`config.mk`:
```
export PLATFORM = sky130hd
export DESIGN_NAME = fetch_unit_flat
export DESIGN_NICKNAME = d
export VERILOG_FILES = /design/src/rtl/fetch_unit_pkg.sv /design/src/rtl/fetch_unit_if.sv /design/src/rtl/fetch_unit_perf_counter.sv /design/src/rtl/fetch_unit.sv /design/src/flat_wrapper.sv
export SDC_FILE = /design/constraint.sdc
export NUM_CORES = 1
export LEC_CHECK = 0
export CAP_MARGIN = 30
export CORE_MARGIN = 10
export CORE_UTILIZATION = 40
export DETAILED_ROUTE_END_ITERATION = 16
export GPL_TIMING_DRIVEN = 0
export PLACE_DENSITY = 0.81
export SYNTH_ARGS = -nofsm -noshare
export SYNTH_HDL_FRONTEND = slang
export SYNTH_SLANG_ARGS = --single-unit
```
`constraint.sdc`:
```
create_clock -name clk -period 1.9 [get_ports clk]
set_input_delay 0.19 -clock clk [delete_from_list [all_inputs] [get_ports clk]]
set_output_delay 0.19 -clock clk [all_outputs]
set_load 0.01 [all_outputs]
```
`src/rtl/fetch_unit_pkg.sv`:
```
// Shared types and constants for the instruction fetch stage.
// Address/instruction widths, PC increment, reset vector and FSM encodings.
package fetch_unit_pkg;

    localparam int INSN_ADDR_WIDTH = 32;
    localparam int INSN_WIDTH      = 32;

    typedef logic [INSN_ADDR_WIDTH-1:0] InsnAddrPath;
    typedef logic [INSN_WIDTH-1:0]      InsnPath;
    typedef logic [1:0]                 FetchStatePath;

    localparam InsnAddrPath INSN_PC_INC       = 'd4;
    localparam InsnAddrPath INSN_RESET_VECTOR = '0;

    localparam FetchStatePath FETCH_ST_RESET = 2'd0;
    localparam FetchStatePath FETCH_ST_REQ   = 2'd1;
    localparam FetchStatePath FETCH_ST_WAIT  = 2'd2;
    localparam FetchStatePath FETCH_ST_HOLD  = 2'd3;

endpackage

```
`src/rtl/fetch_unit_if.sv`:
```
// Fetch-stage bus: instruction memory request/response, decode handshake
// and execute redirect. master = fetch unit, slave = its environment.
interface fetch_unit_if;
    import fetch_unit_pkg::*;

    logic        imemReq;
    InsnAddrPath imemAddr;
    logic        imemAck;
    logic        imemRespValid;
    InsnPath     imemRespInsn;
    logic        insnValid;
    InsnPath     insn;
    InsnAddrPath insnPC;
    logic        insnReady;
    logic        redirect;
    InsnAddrPath redirectPC;

    modport master (
        output imemReq, imemAddr, insnValid, insn, insnPC,
        input  imemAck, imemRespValid, imemRespInsn,
        input  insnReady, redirect, redirectPC
    );

    modport slave (
        input  imemReq, imemAddr, insnValid, insn, insnPC,
        output imemAck, imemRespValid, imemRespInsn,
        output insnReady, redirect, redirectPC
    );

endinterface

```
`src/rtl/fetch_unit_perf_counter.sv`:
```
// Fetch performance counters: decode handshakes and dropped instructions.
// Ports: clk, rst (sync, active high), fetchInc, dropInc, perfFetched, perfDiscarded.
module fetch_perf_counter (
    input  logic        clk,
    input  logic        rst,
    input  logic        fetchInc,
    input  logic        dropInc,
    output logic [31:0] perfFetched,
    output logic [31:0] perfDiscarded
);

    always_ff @(posedge clk) begin
        if (rst) begin
            perfFetched   <= '0;
            perfDiscarded <= '0;
        end else begin
            if (fetchInc) perfFetched   <= perfFetched + 32'd1;
            if (dropInc)  perfDiscarded <= perfDiscarded + 32'd1;
        end
    end

endmodule

```
`src/rtl/fetch_unit.sv`:
```
// Instruction fetch stage: owns the PC, one outstanding imem request,
// holds the fetched instruction for decode and follows execute redirects.
// Ports: clk, rst (sync, active high), bus (fetch_unit_if.master).
// FETCH_PERF_CNT_EN adds perfFetched / perfDiscarded counter outputs.
module fetch_unit
    import fetch_unit_pkg::*;
(
    input  logic          clk,
    input  logic          rst,
    fetch_unit_if.master  bus
`ifdef FETCH_PERF_CNT_EN
    ,
    output logic [31:0]   perfFetched,
    output logic [31:0]   perfDiscarded
`endif
);

    FetchStatePath state, stateN;
    InsnAddrPath   pc, pcN;
    logic          discard, discardN;
    logic          validQ, validN;
    InsnPath       insnQ, insnN;
    InsnAddrPath   insnPCQ, insnPCN;
    logic          handshake;

    assign handshake = (state == FETCH_ST_HOLD) && validQ && bus.insnReady;

    always_comb begin
        stateN   = state;
        pcN      = pc;
        discardN = discard;
        validN   = validQ;
        insnN    = insnQ;
        insnPCN  = insnPCQ;
        unique case (state)
            FETCH_ST_RESET: stateN = FETCH_ST_REQ;
            FETCH_ST_REQ: begin
                if (bus.redirect) pcN = bus.redirectPC;
                // A redirect racing the ack makes that request stale.
                if (bus.imemAck) begin
                    stateN   = FETCH_ST_WAIT;
                    discardN = bus.redirect;
                end
            end
            FETCH_ST_WAIT: begin
                if (bus.redirect) begin
                    pcN      = bus.redirectPC;
                    discardN = 1'b1;
                end
                if (bus.imemRespValid) begin
                    if (bus.redirect || discard) begin
                        discardN = 1'b0;
                        stateN   = FETCH_ST_REQ;
                    end else begin
                        insnN   = bus.imemRespInsn;
                        insnPCN = pc;
                        validN  = 1'b1;
                        stateN  = FETCH_ST_HOLD;
                    end
                end
            end
            FETCH_ST_HOLD: begin
                if (handshake || bus.redirect) begin
                    validN = 1'b0;
                    stateN = FETCH_ST_REQ;
                    pcN    = bus.redirect ? bus.redirectPC
                                          : pc + INSN_PC_INC;
                end
            end
            default: stateN = FETCH_ST_RESET;
        endcase
    end

    always_ff @(posedge clk) begin
        if (rst) begin
            state   <= FETCH_ST_RESET;
            pc      <= INSN_RESET_VECTOR;
            discard <= 1'b0;
            validQ  <= 1'b0;
            insnQ   <= '0;
            insnPCQ <= '0;
        end else begin
            state   <= stateN;
            pc      <= pcN;
            discard <= discardN;
            validQ  <= validN;
            insnQ   <= insnN;
            insnPCQ <= insnPCN;
        end
    end

    assign bus.imemReq   = (state == FETCH_ST_REQ);
    assign bus.imemAddr  = pc;
    assign bus.insnValid = validQ;
    assign bus.insn      = insnQ;
    assign bus.insnPC    = insnPCQ;

`ifdef FETCH_PERF_CNT_EN
    logic dropEv;

    // Dropped: stale/raced response in WAIT, or held insn killed by redirect.
    assign dropEv = ((state == FETCH_ST_WAIT) && bus.imemRespValid &&
                     (bus.redirect || discard)) ||
                    ((state == FETCH_ST_HOLD) && bus.redirect && !handshake);

    fetch_perf_counter u_perf (
        .clk          (clk),
        .rst          (rst),
        .fetchInc     (handshake),
        .dropInc      (dropEv),
        .perfFetched  (perfFetched),
        .perfDiscarded(perfDiscarded)
    );
`endif

endmodule

```
`src/flat_wrapper.sv`:
```
// flat-port wrapper written by rule: the top's interface ports become plain ports
module fetch_unit_flat import fetch_unit_pkg::*;
  (clk, rst, bus_imemReq, bus_imemAddr, bus_insnValid, bus_insn, bus_insnPC, bus_imemAck, bus_imemRespValid, bus_imemRespInsn, bus_insnReady, bus_redirect, bus_redirectPC);
  fetch_unit_if bus_i ();
  input  logic clk;
  input  logic rst;
  output wire logic [$bits(bus_i.imemReq)-1:0] bus_imemReq;
  output wire logic [$bits(bus_i.imemAddr)-1:0] bus_imemAddr;
  output wire logic [$bits(bus_i.insnValid)-1:0] bus_insnValid;
  output wire logic [$bits(bus_i.insn)-1:0] bus_insn;
  output wire logic [$bits(bus_i.insnPC)-1:0] bus_insnPC;
  input wire logic [$bits(bus_i.imemAck)-1:0] bus_imemAck;
  input wire logic [$bits(bus_i.imemRespValid)-1:0] bus_imemRespValid;
  input wire logic [$bits(bus_i.imemRespInsn)-1:0] bus_imemRespInsn;
  input wire logic [$bits(bus_i.insnReady)-1:0] bus_insnReady;
  input wire logic [$bits(bus_i.redirect)-1:0] bus_redirect;
  input wire logic [$bits(bus_i.redirectPC)-1:0] bus_redirectPC;
  assign bus_imemReq = bus_i.imemReq;
  assign bus_imemAddr = bus_i.imemAddr;
  assign bus_insnValid = bus_i.insnValid;
  assign bus_insn = bus_i.insn;
  assign bus_insnPC = bus_i.insnPC;
  assign bus_i.imemAck = bus_imemAck;
  assign bus_i.imemRespValid = bus_imemRespValid;
  assign bus_i.imemRespInsn = bus_imemRespInsn;
  assign bus_i.insnReady = bus_insnReady;
  assign bus_i.redirect = bus_redirect;
  assign bus_i.redirectPC = bus_redirectPC;
  fetch_unit u_core (.clk(clk), .rst(rst), .bus(bus_i));
endmodule
```
==> impl.org, run 1 <==
** Timing
- Post-route clock skew :: 0.00692 ns
- In this run the tightest slew margin relative to its limit is 59.7%.
- On the final layout, the worst hold slack is 0.293 ns.
- The max-slew violation count is 0.
- Worst Setup Slack, final :: 0.0200 ns
- Post-route clock period utilization :: 98.9%
- Derived from the worst setup path, the maximum achievable clock frequency is 0.532 GHz.
- The number of hold violations in the final report came to 0.
- For the finished layout, the period the worst path requires is 1.88 ns.
- RSZ-0062 raised after global routing :: true
- Actual transition at the worst max-transition pin :: 0.604 ns
- Setup violators final :: 0

** Die
- Die area :: 16,100 um^2
- Area inside the core boundary :: 11,000 um^2
- The initial utilization of the core area, before any placement, comes to 41.6%.
- Standard-cell row count :: 38
- The floorplan step set the die height to 127 um.
- The die is 127 um wide.
- Number of ports placed on the die boundary :: 168

** Worst setup path
- Data required time at the worst endpoint :: 2.13 ns
- The worst setup path is launched from a flip-flop.
- WS Path Type :: flip-flop to flip-flop
- Number of buffers and inverters on the critical path :: 0
- Among all stages on the critical path, the largest delay is contributed by sky130_fd_sc_hd__dfxtp_4.
- Data on the critical path arrives at its endpoint at 2.11 ns.
- Biggest fanout along the worst timing path :: 7
- Crit path capture type :: flip-flop
- Slowest stage delay, CP :: 0.39 ns
- Sequence of cells on the critical path :: ha_4, nand4_4, nor4_4, nand4_1, and3_1, or3_1
- Worst path top cell family by delay :: simple AND/OR/NAND/NOR gates

** Placement
- In this run the cell area measured after placement is 6410 um^2.
- Post-Place Setup Slack :: -0.521 ns
- # placed instances :: 909
- Placed wire-length estimate after detailed placement :: 13.2 mm
- Buffers placed on the I/O ports in this run total 166.
- Weighted congestion at the end of routability-driven global placement :: 0.926

** Synthesis
- Post-synthesis instance total :: 603
- Number of synthesized flops with an enable pin :: 0
- Counting every net in the synthesized netlist gives 677.
- In the post-synthesis netlist, the biggest area contributors are sky130_fd_sc_hd__dfxtp_1, sky130_fd_sc_hd__nand2_1, sky130_fd_sc_hd__a21oi_1.
- Synth unique cells :: 61
- Number of storage elements in the synthesis netlist :: 100
- Of all cell types, the one taking the most synthesized area is sky130_fd_sc_hd__dfxtp_1.
- Summing the sequential cell areas from Yosys gives 43.8% of the chip area.
- Yosys warns :: 0
- Main synth FF type :: sky130_fd_sc_hd__dfxtp_1
- The share of synthesized area in the top cell type comes to 43.8%.
- Share of flip-flops with an asynchronous set or reset :: 0%
- Post-Syn Area :: 4570 um^2
- Mean instance size in the synthesized netlist :: 7.57 um^2

** Route
- Antenna Nets Post-Route :: 0
- Post-detailed-routing wire length :: 17.5 mm
- After detailed routing, the number of remaining DRC violations is 0.
- After detailed routing, the average wire length per cell comes to 18.7 um.
- 1st-pass router iterations :: 5
- The routed layout has 5,199 vias.
- Number of DRC markers after the initial detailed-route iteration :: 463
- Vias per std cell :: 5.57

** CTS
- CTS saw 100 sinks.
- The clock tree synthesis step divided the H-tree into 3 levels.
- CTS tree :: yes
- TritonCTS created 9 clock buffers.
- After clock tree synthesis, the flow added hold-fix buffers numbering 0.
- Maximum number of buffers from clock root to sink :: 2
- After clock tree synthesis, the clock-pin slew on the worst setup and hold paths is 0.07 ns.
- For the worst-skew pair, the clock arrives at the later sink with an insertion delay of 0.34 ns.
- Clock root cell :: sky130_fd_sc_hd__clkbuf_16

** GRT
- Vias in the first global route :: 4,982
- The initial antenna violation count came to 0.
- Total grt overflow :: 0
- Global-route wire length before repair :: 26.7 mm
- Entering global routing, the biggest net connects 16 pins.
- Tot GR Track Use :: 20.1%

** Cells and area
- Share of layout cells above drive strength 1 :: 12.7%
- The final layout contains 863 nets.
- Count of filler cells inserted in the layout :: 980
- Count of placed standard cells in the final layout, fillers left out :: 933
- Area taken by multi-input logic gates :: 2440 um^2
- The number of antenna diodes in the final layout is 0.
- Storage element area :: 2030 um^2
- Area growth from synthesis to layout :: 52.0%
- Summing all non-filler instances in the final layout gives an area of 6940 um^2.

** Pwr
- Summing internal, switching and leakage power gives 4.88 mW.
- IR analysis of the VDD net gives a maximum drop of 441 uV.
- Summed over all cells, the static leakage comes to 2.42 nW.
- Cell area power density :: 704 nW/um^2

** Run status
- The run finished with clean final reports.

** Flow run
- Max-cap violations in this run came to 0.

** Min path
- The min-delay analysis places its worst path in the category primary input to flip-flop.
-- per-layer routing --
| layer | wire length [um] | GRT usage (%) | up-vias |
|---|---|---|---|
| met2 | 8310 | 33.6 | 261 |
| met5 | 0 | 0 | - |
| met3 | 1500 | 4.75 | 36 |
| met1 | 7230 | 24.3 | 2420 |
| li1 | - | - | 2482 |
| met4 | 443 | 8.44 | 0 |
-- sequential cells by signal, summed over array words and instances, names as in the netlist --
name / cells
u_core.bus.insn: 32
u_core.state: 2
u_core.bus.imemAddr: 32
u_core.discard: 1
u_core.bus.insnPC: 32
u_core.bus.insnValid: 1
-- kinds of logic (layout without fill, tap and decap cells) --
| family | count (synthesis) | in the layout | synth area share [%] |
|---|---|---|---|
| compound gates | 158 | 158 | 20.2 |
| fa+ha+maj | 4 | 4 | 1.10 |
| buf+inv | 52 | 242 | 4.66 |
| flops | 100 | 100 | 43.8 |
| mux | 3 | 3 | 0.685 |
| simple gates | 286 | 286 | 29.5 |
-- worst paths after layout --
kind | from | endpoint | slack, ns | cells past startpoint
worst max-delay path | u_core.bus.imemAddr[2]$_SDFFE_PP0P_ | u_core.bus.imemAddr[28]$_SDFFE_PP0P_ | 0.02 | 6
worst min-delay path | bus_redirect | u_core.discard$_SDFFE_PP0P_ | 0.29 | 3
worst max register to register | u_core.bus.imemAddr[2]$_SDFFE_PP0P_ | u_core.bus.imemAddr[28]$_SDFFE_PP0P_ | 0.02 | 6
worst min register to register | u_core.bus.insn[2]$_SDFFE_PP0P_ | u_core.bus.insn[2]$_SDFFE_PP0P_ | 0.45 | 2
-- report_power, final --
group          total, mW  switching (mW)  internal (mW)
Combinational      0.789           0.373          0.416
Clock               1.78           0.795          0.989
Sequential          2.31           0.131           2.18
Total               4.88            1.30           3.59
-- cells in the final DEF (no fill, tap or decap), types with 3 or more instances in the layout --
| cell | synthesis | routed |
|---|---|---|
| sky130_fd_sc_hd__nor3_1 | 14 | 14 |
| sky130_fd_sc_hd__dfxtp_1 | 100 | 82 |
| sky130_fd_sc_hd__nand3_1 | 17 | 17 |
| sky130_fd_sc_hd__nand4_1 | 11 | 11 |
| sky130_fd_sc_hd__or2_2 | 3 | 3 |
| sky130_fd_sc_hd__nor4_1 | 7 | 7 |
| sky130_fd_sc_hd__clkbuf_2 | 1 | 9 |
| sky130_fd_sc_hd__buf_2 | 10 | 5 |
| sky130_fd_sc_hd__o21ai_1 | 0 | 4 |
| sky130_fd_sc_hd__buf_6 | 0 | 4 |
| sky130_fd_sc_hd__buf_4 | 1 | 16 |
| sky130_fd_sc_hd__inv_1 | 7 | 6 |
| sky130_fd_sc_hd__dfxtp_2 | 0 | 16 |
| sky130_fd_sc_hd__a311oi_1 | 3 | 3 |
| sky130_fd_sc_hd__clkbuf_16 | 0 | 9 |
| sky130_fd_sc_hd__a211oi_1 | 6 | 5 |
| sky130_fd_sc_hd__nor2_1 | 31 | 29 |
| sky130_fd_sc_hd__clkdlybuf4s50_1 | 0 | 166 |
| sky130_fd_sc_hd__and3_1 | 7 | 5 |
| sky130_fd_sc_hd__or3_1 | 6 | 6 |
| sky130_fd_sc_hd__a21oi_1 | 94 | 94 |
| sky130_fd_sc_hd__clkbuf_8 | 0 | 4 |
| sky130_fd_sc_hd__clkbuf_1 | 26 | 16 |
| sky130_fd_sc_hd__o21ai_0 | 22 | 18 |
| sky130_fd_sc_hd__nand2_1 | 166 | 164 |
| sky130_fd_sc_hd__a31oi_1 | 5 | 5 |
-- area by class of cell --
type | count | share of cell area, %
Multi-Input combinational cell | 451 | 35.1
Sequential cell | 100 | 29.2
Timing Repair Buffer | 176 | 25.1
Clock buffer | 12 | 3.84
Buffer | 43 | 3.48
Tap cell | 140 | 2.52
Inverter | 8 | 0.433
Clock inverter | 3 | 0.306
-- worst min-delay path: cells and delay by family --
kind / cells / cell delay (ns)
buffers and inverters: 1 / 0.16
AO/OA/AOI/OAI: 2 / 0.23
-- cells in the mapped netlist, types with 4 or more instances --
| cell type | count |
|---|---|
| sky130_fd_sc_hd__buf_2 | 10 |
| sky130_fd_sc_hd__a211oi_1 | 6 |
| sky130_fd_sc_hd__and3_1 | 7 |
| sky130_fd_sc_hd__nand3_1 | 17 |
| sky130_fd_sc_hd__nor3_1 | 14 |
| sky130_fd_sc_hd__nand2_1 | 166 |
| sky130_fd_sc_hd__clkbuf_1 | 26 |
| sky130_fd_sc_hd__buf_1 | 6 |
| sky130_fd_sc_hd__o21ai_0 | 22 |
| sky130_fd_sc_hd__a31oi_1 | 5 |
| sky130_fd_sc_hd__a21oi_1 | 94 |
| sky130_fd_sc_hd__or3_1 | 6 |
| sky130_fd_sc_hd__nand4_1 | 11 |
| sky130_fd_sc_hd__ha_1 | 4 |
| sky130_fd_sc_hd__dfxtp_1 | 100 |
| sky130_fd_sc_hd__nor4_1 | 7 |
| sky130_fd_sc_hd__nor2_1 | 31 |
| sky130_fd_sc_hd__inv_1 | 7 |
-- stage by stage --
| stage | TNS, ns | utilization [%] |
|---|---|---|
| 2_1_floorplan | 0 | - |
| 3_3_place_gp | -22.77 | 58.4 |
| 3_5_place_dp | -25.48 | 58.4 |
| 4_1_cts | -0.0132 | 62.1 |
| 5_1_grt | -0.0681 | 63.2 |
| 6_report | 0 | 63.2 |
-- timing repair --
action / in CTS / in global routing
pin swaps: 2 / 6
setup buffers: 4 / 6
resized for setup: 35 / 42
gates cloned: 0 / 0
setup endpoints to repair: 82 / 66
Power figures use the tool's default switching activity.
==> run 2: changes to the inputs <==
- REMOVE_ABC_BUFFERS: default -> 1
==> run 2 against run 1 <==
Combinational power is 1% higher. Sequential cell count is the same. Final area rose by 1.5%. Worst hold slack got worse by 0.078 ns. Clock skew grew 0.0039 ns. Critical path depth increased by 2. Critical endpoint is now u_core.bus.imemAddr[29]$_SDFFE_PP0P_. Final cell count is 2.7% lower. Non-clock buffer count is 29 lower.
==> impl.org, run 2 (synthesized netlist as in run 1, its figures left out) <==
** CTS
- Total number of clock tree sinks :: 100
- Clock-pin slew was measured on the worst setup and hold paths at 0.07 ns.
- Clock root cell :: sky130_fd_sc_hd__clkbuf_16
- TritonCTS built the clock tree.
- The H-tree was split into 3 levels.
- Counting along the longest clock path gives a buffer depth of 2.
- Clock insertion delay at the later pin of the skew report :: 0.34 ns
- Number of buffers created by CTS :: 9
- After clock tree synthesis, the flow added hold-fix buffers numbering 0.

** Flow run
- Number of max-cap violations :: 0

** Worst setup path
- Together, buffers and inverters on the worst path number 2.
- Critical register-to-register path startpoint :: u_core.state[0]$_SDFFE_PP0P_
- Worst path top cell family by delay :: simple AND/OR/NAND/NOR gates
- Crit path capture type :: flip-flop
- Max stage delay cell, worst path :: sky130_fd_sc_hd__dfxtp_4
- Data required time at the worst endpoint :: 2.17 ns
- Across all register-to-register paths, the minimum setup slack is 0.02 ns.
- Of all nets on the critical path, the largest fanout is 4.
- Arrival time of data at the critical path endpoint :: 2.16 ns
- In this design, the stage delay of the slowest critical-path cell is 0.36 ns.
- Worst Reg2Reg Path Length in Cells :: 8
- Critical register-to-register path endpoint :: u_core.bus.imemAddr[29]$_SDFFE_PP0P_
- Startpoint kind of the worst setup timing path :: flip-flop
- Walking the worst path, the cells encountered are inv_2, ha_4, and3_4, o21ai_4, buf_8, or3_1, mux2_2, a31oi_1.
- WS Path Type :: flip-flop to flip-flop

** GRT
- The total overflow left after global routing is 0.
- Vias in the first global route :: 4,859
- The first global-routing pass estimated 25.2 mm of wire.
- Tot GR Track Use :: 18.7%
- The initial antenna violation count was 0.
- Entering global routing, the biggest net connects 80 pins.

** Route
- DRC violation count after routing :: 0
- Post-detailed-routing wire length :: 16.5 mm
- Vias per std cell :: 5.59
- Antenna Nets Post-Route :: 0
- Number of DRC markers after the initial detailed-route iteration :: 506
- For this run, the detailed router's first-pass iteration total came to 5.
- Dividing the detail-routed wire length by the instance count gives 18.2 um.
- The routed layout has 5,073 vias.

** Die
- Die area :: 16,100 um^2
- The floorplan has 38 rows.
- The initial utilization of the core area, before any placement, comes to 41.6%.
- Area inside the core boundary :: 11,000 um^2
- Die width :: 127 um
- In this run the count of I/O pins placed on the die edge is 168.
- From bottom edge to top edge, the die measures 127 um.

** Timing
- The number of hold violations in the final report was 0.
- Static timing analysis puts the maximum clock frequency at 0.531 GHz.
- At the pin with the least slew margin, the transition time is 0.756 ns.
- Final number of max-transition violations :: 0
- In this run the tightest slew margin relative to its limit is 49.6%.
- Post-route clock skew :: 0.0108 ns
- Post-route clock period utilization :: 99.1%
- The worst path in the final design needs a cycle of 1.88 ns, including I/O delays and setup.
- Setup violations remaining at the end of the flow were counted as 0.
- Setup repair after global routing could not meet its margin everywhere.

** Placement
- At the end of routability-driven placement, the weighted congestion stood at 0.821.
- Port buffering added 167 buffers.
- Placed wire-length estimate after detailed placement :: 11.2 mm
- # placed instances :: 874

** Pwr
- Total design power :: 4.96 mW
- Reported leakage power :: 2.42 nW
- Maximum vdd drop :: 371 uV
- Dividing total power by cell area gives a power density of 705 nW/um^2.

** Cells and area
- Cells with a size suffix above 1 make up 13.5% of the layout.
- Number of nets in the layout :: 837
- The number of antenna diodes in the final layout is 0.
- Leaving out fill and tap cells, the most frequent cells in the layout are sky130_fd_sc_hd__clkdlybuf4s50_1, sky130_fd_sc_hd__nand2_1, sky130_fd_sc_hd__a21oi_1.
- Storage element area :: 2050 um^2
- Count of filler cells inserted in the layout :: 924
- Cells fill 64.1% of the core in the end.
- Count of placed standard cells in the final layout, fillers left out :: 908
- Area taken by multi-input logic gates :: 2550 um^2
- Leaving out fill and tap cells, the most frequent cell in the layout is sky130_fd_sc_hd__clkdlybuf4s50_1.
- Relative to the synthesized area, the layout overhead comes to 54.3%.

** Min path
- Beginning of the worst hold path :: rst
- Number of cells on the worst hold path :: 2
- WHS Endpoint :: u_core.state[1]$_SDFFE_PP0P_
- Class of the most critical hold timing path :: primary input to flip-flop

** Run status
- Status :: finished, final reports clean
run 2: area by class of cell:
cell class	count	area share, %
Clock buffer	10	3.25
Clock inverter	6	0.888
Inverter	8	0.426
Multi-Input combinational cell	454	36.2
Sequential cell	100	29.1
Tap cell	140	2.49
Timing Repair Buffer	190	27.6
run 2: worst max path at each step:
stage / start / endpoint / slack (ns) / depth (start not counted)
floorplan: u_core.state[0]$_SDFFE_PP0P_ / u_core.bus.insnValid$_SDFFE_PP0P_ / -2.36 / 6
global placement: bus_redirect / u_core.bus.insnPC[22]$_SDFFE_PP0P_ / -4.56 / 4
detailed placement: bus_redirect / u_core.bus.imemAddr[29]$_SDFFE_PP0P_ / -0.56 / 5
CTS: u_core.state[0]$_SDFFE_PP0P_ / u_core.bus.imemAddr[29]$_SDFFE_PP0P_ / -0.003 / 8
global route: u_core.state[0]$_SDFFE_PP0P_ / u_core.bus.imemAddr[15]$_SDFFE_PP0P_ / -0.09 / 7
finish: u_core.state[0]$_SDFFE_PP0P_ / u_core.bus.imemAddr[29]$_SDFFE_PP0P_ / 0.02 / 8
run 2: power breakdown:
group          switching (mW)  total [mW]  leakage [nW]  internal (mW)
clock                   0.811        1.84         0.147           1.03
combinational           0.359       0.799          1.45          0.440
sequential              0.149        2.33         0.821           2.18
total                    1.32        4.96          2.42           3.64
run 2: repair_timing:
action	CTS	global route
endpoints found under the setup margin	66	34
cloned	2	2
pin swaps	7	8
resized for setup	35	31
setup buffers	10	5
run 2: layer usage:
metal  global-route usage [%]  part of all wire, %  vias up
met5                        0                    0        -
met4                     7.84                  2.0        0
met3                     5.91                  9.2       35
met2                     30.3                   47      240
met1                     22.4                   41     2363
li1                         -                    -     2435
run 2: per-stage QoR:
step                hold slack (ns)  setup WS [ns]  setup TNS (ns)  cell area, um^2
floorplan                     0.259          -2.36         -174.64             4380
global placement              0.441          -4.56         -363.76             6230
detailed placement            0.446         -0.562          -32.63             6360
CTS                           0.217       -0.00297        -0.00297             6880
global route                  0.241        -0.0918          -0.177             7050
finish                        0.215         0.0162               0             7050
==> run 3: changes to the inputs <==
- CORE_UTILIZATION: 40 -> 37
- PLACE_DENSITY: 0.81 -> 0.76
==> run 3 against run 2 <==
The flow now finishes with violations (setup timing). Global-route usage is essentially flat. Clock power grew 4%. First-iteration DRC count shrank 12%. Sequential cell count is the same. Final cell count grew 3.0%. Sequential share of layout area shrank 0.20 points. Core utilization shrank 5.8 points. Final area is essentially flat. Register-to-register slack lost 0.02 ns. Critical path type unchanged. Largest cell class unchanged. Largest power group unchanged.
==> impl.org, run 3 (synthesized netlist as in run 1, its figures left out) <==
** Run status
- The flow ran to the end, but the final reports show violations.
- The final reports fail on setup timing.

** Cells and area
- In the layout the commonest cells are sky130_fd_sc_hd__clkdlybuf4s50_1, sky130_fd_sc_hd__nand2_1, sky130_fd_sc_hd__a21oi_1.
- In the final design database the tool counted 835 nets.
- After routing the design area is 7040 um^2.
- Cells with a size suffix above 1 make up 13.2% of the layout.
- Area growth from synthesis to layout :: 54.2%
- Fill cells in the final layout number 1,096.
- Most common cell after layout, fill and taps aside :: sky130_fd_sc_hd__clkdlybuf4s50_1
- End-of-flow core utilization :: 58.4%

** Die
- From left edge to right edge, the die measures 131 um.
- Standard-cell row count :: 40
- Once the floorplan was initialized, standard cells occupied 37.9% of the core.
- 168 I/O pins were placed.
- From bottom edge to top edge, the die measures 131 um.
- Die area :: 17,200 um^2
- Area inside the core boundary :: 12,100 um^2

** CTS
- The clock drives 100 sinks.
- Clock root cell :: sky130_fd_sc_hd__clkbuf_16
- CTS tree :: yes
- After clock tree synthesis, the clock-pin slew on the worst setup and hold paths is 0.07 ns.
- Clock insertion delay at the later pin of the skew report :: 0.36 ns
- After clock tree synthesis, the flow added hold-fix buffers numbering 0.
- Number of levels the H-tree was split into :: 3
- No sink is reached through more buffers than the 2 on the longest clock path.
- Buffers inserted during clock tree synthesis total 9.

** Route
- Across all layers, the routed design uses 5,056 vias.
- After detailed routing, the average wire length per cell comes to 17.7 um.
- The first detailed-routing pass took 5 iterations.
- In this run, the number of DRC markers left after iteration 0 of detailed routing was 446.
- In the routed design, unresolved DRC markers number 0.
- Summed over all layers, the routed wires come to 16.6 mm.
- Vias per std cell :: 5.41
- Antenna Nets Post-Route :: 0

** Worst setup path
- Sequence of cells on the critical path :: inv_2, ha_4, and3_4, o21ai_4, buf_12, or3_1, mux2_2, a31oi_1
- In this run the register-to-register setup slack is -0.005 ns.
- For the worst flop-to-flop path, the logic depth is 8.
- Crit path capture type :: flip-flop
- In this run the critical register-to-register path is launched from u_core.state[0]$_SDFFE_PP0P_.
- Number of buffers and inverters on the critical path :: 2
- Startpoint kind of the worst setup timing path :: flip-flop
- Data required time at the worst endpoint :: 2.19 ns
- Critical register-to-register path endpoint :: u_core.bus.imemAddr[29]$_SDFFE_PP0P_
- Worst path top cell family by delay :: simple AND/OR/NAND/NOR gates
- Among all stages on the critical path, the largest delay is contributed by sky130_fd_sc_hd__dfxtp_4.
- Arrival time of data at the critical path endpoint :: 2.19 ns
- In this run the worst path has a maximum fanout of 4.
- The largest single stage delay on the critical path is 0.37 ns.
- WS Path Type :: flip-flop to flip-flop

** Timing
- Worst Setup Slack, final :: -0.00473 ns
- Setup repair after global routing could not meet its margin everywhere.
- The max-slew violation count is 0.
- On the final layout, the worst hold slack is 0.302 ns.
- Clock period minus worst slack :: 1.90 ns
- In the final timing run, aggregate negative setup slack is -0.00473 ns.
- Derived from the worst setup path, the maximum achievable clock frequency is 0.525 GHz.
- Dividing the final minimum period by the clock period gives 100%.
- In this run the tightest slew margin relative to its limit is 53.9%.
- Setup violations remaining at the end of the flow were counted as 1.
- Post-route clock skew :: 0.00378 ns
- Final Hold Vio Count :: 0
- Actual transition at the worst max-transition pin :: 0.690 ns

** Placement
- The congestion estimate from routability-driven global placement came to 0.814.
- Count of buffers from port buffering :: 167
- Placed wire-length estimate after detailed placement :: 11.6 mm
- Cell area after placement :: 6390 um^2

** Flow run
- Number of max-cap violations :: 0

** Min path
- Number of cells on the worst hold path :: 2
- Class of the most critical hold timing path :: primary input to flip-flop
- Beginning of the worst hold path :: rst
- The path with the worst hold slack has its endpoint at u_core.bus.imemAddr[6]$_SDFFE_PP0P_.

** Pwr
- VDD sags by at most 563 uV.
- Cell area power density :: 710 nW/um^2
- In this run the static leakage power is 2.41 nW.

** GRT
- Largest net degree at the start of global routing :: 55
- Vias in the first global route :: 5,005
- In the global route stage, overall resource usage came out at 18.7%.
- The initial antenna violation count is 1.
- Global-route wire length before repair :: 25.4 mm
- Total grt overflow :: 0
[run 3: stage by stage]
stage	total power [mW]	instances	setup WS, ns
floorplan	2.58	559	-2.36
global placement	3.00	894	-5.20
detailed placement	3.04	902	-0.592
CTS	5.03	927	0.000353
global route	5.21	935	-0.0996
finish	5.00	935	-0.00473
[run 3: routing by layer]
metal	up-vias	global-route usage, %	wire [um]
met3	27	7.56	2140
met4	0	5.10	289
met1	2356	20.5	6320
met2	244	32.6	7850
met5	-	0	0
li1	2429	-	-
[run 3: how the worst max path moves through the flow]
| stage | from | endpoint | slack (ns) | depth (start not counted) |
|---|---|---|---|---|
| 6_report | u_core.state[0]$_SDFFE_PP0P_ | u_core.bus.imemAddr[29]$_SDFFE_PP0P_ | -0.005 | 8 |
| 5_1_grt | u_core.state[0]$_SDFFE_PP0P_ | u_core.bus.imemAddr[29]$_SDFFE_PP0P_ | -0.1 | 8 |
| 4_1_cts | u_core.bus.imemAddr[17]$_SDFFE_PP0P_ | u_core.bus.imemAddr[28]$_SDFFE_PP0P_ | 0.0004 | 5 |
| 3_5_place_dp | bus_redirect | u_core.bus.insn[3]$_SDFFE_PP0P_ | -0.59 | 7 |
| 3_3_place_gp | bus_redirect | u_core.bus.insn[3]$_SDFFE_PP0P_ | -5.20 | 4 |
| 2_1_floorplan | u_core.state[0]$_SDFFE_PP0P_ | u_core.bus.insnValid$_SDFFE_PP0P_ | -2.36 | 6 |
[run 3: power by group]
part	leakage (nW)	internal [mW]	switching, mW	total (mW)
Sequential	0.819	2.18	0.148	2.33
Combinational	1.45	0.414	0.343	0.757
Clock	0.145	1.07	0.850	1.92
[run 3: layout make-up]
| cell class | instances | area [um^2] | share of cell area [%] |
|---|---|---|---|
| inverter | 8 | 30.0 | 0.426 |
| clock buffer | 10 | 239 | 3.39 |
| timing repair buffer | 190 | 1940 | 27.5 |
| multi-input combinational | 452 | 2520 | 35.7 |
| clock inverter | 6 | 71.3 | 1.01 |
| antenna | 1 | 2.50 | 0.0355 |
| sequential | 100 | 2040 | 28.9 |
| tap | 168 | 210 | 2.99 |
[run 3: worst reg2reg max path: stages (launching register included)]
cell and delay (ns):
sky130_fd_sc_hd__dfxtp_4 0.37, sky130_fd_sc_hd__inv_2 0.04, sky130_fd_sc_hd__ha_4 0.27, sky130_fd_sc_hd__and3_4 0.22, sky130_fd_sc_hd__o21ai_4 0.10, sky130_fd_sc_hd__buf_12 0.17
sky130_fd_sc_hd__or3_1 0.29, sky130_fd_sc_hd__mux2_2 0.26, sky130_fd_sc_hd__a31oi_1 0.12
[run 3: what timing repair did]
action | in CTS | in global routing
resized for setup | 40 | 20
pin swaps | 5 | 2
endpoints found under the setup margin | 73 | 56
buffers inserted | 8 | 7
gates cloned | 1 | 1
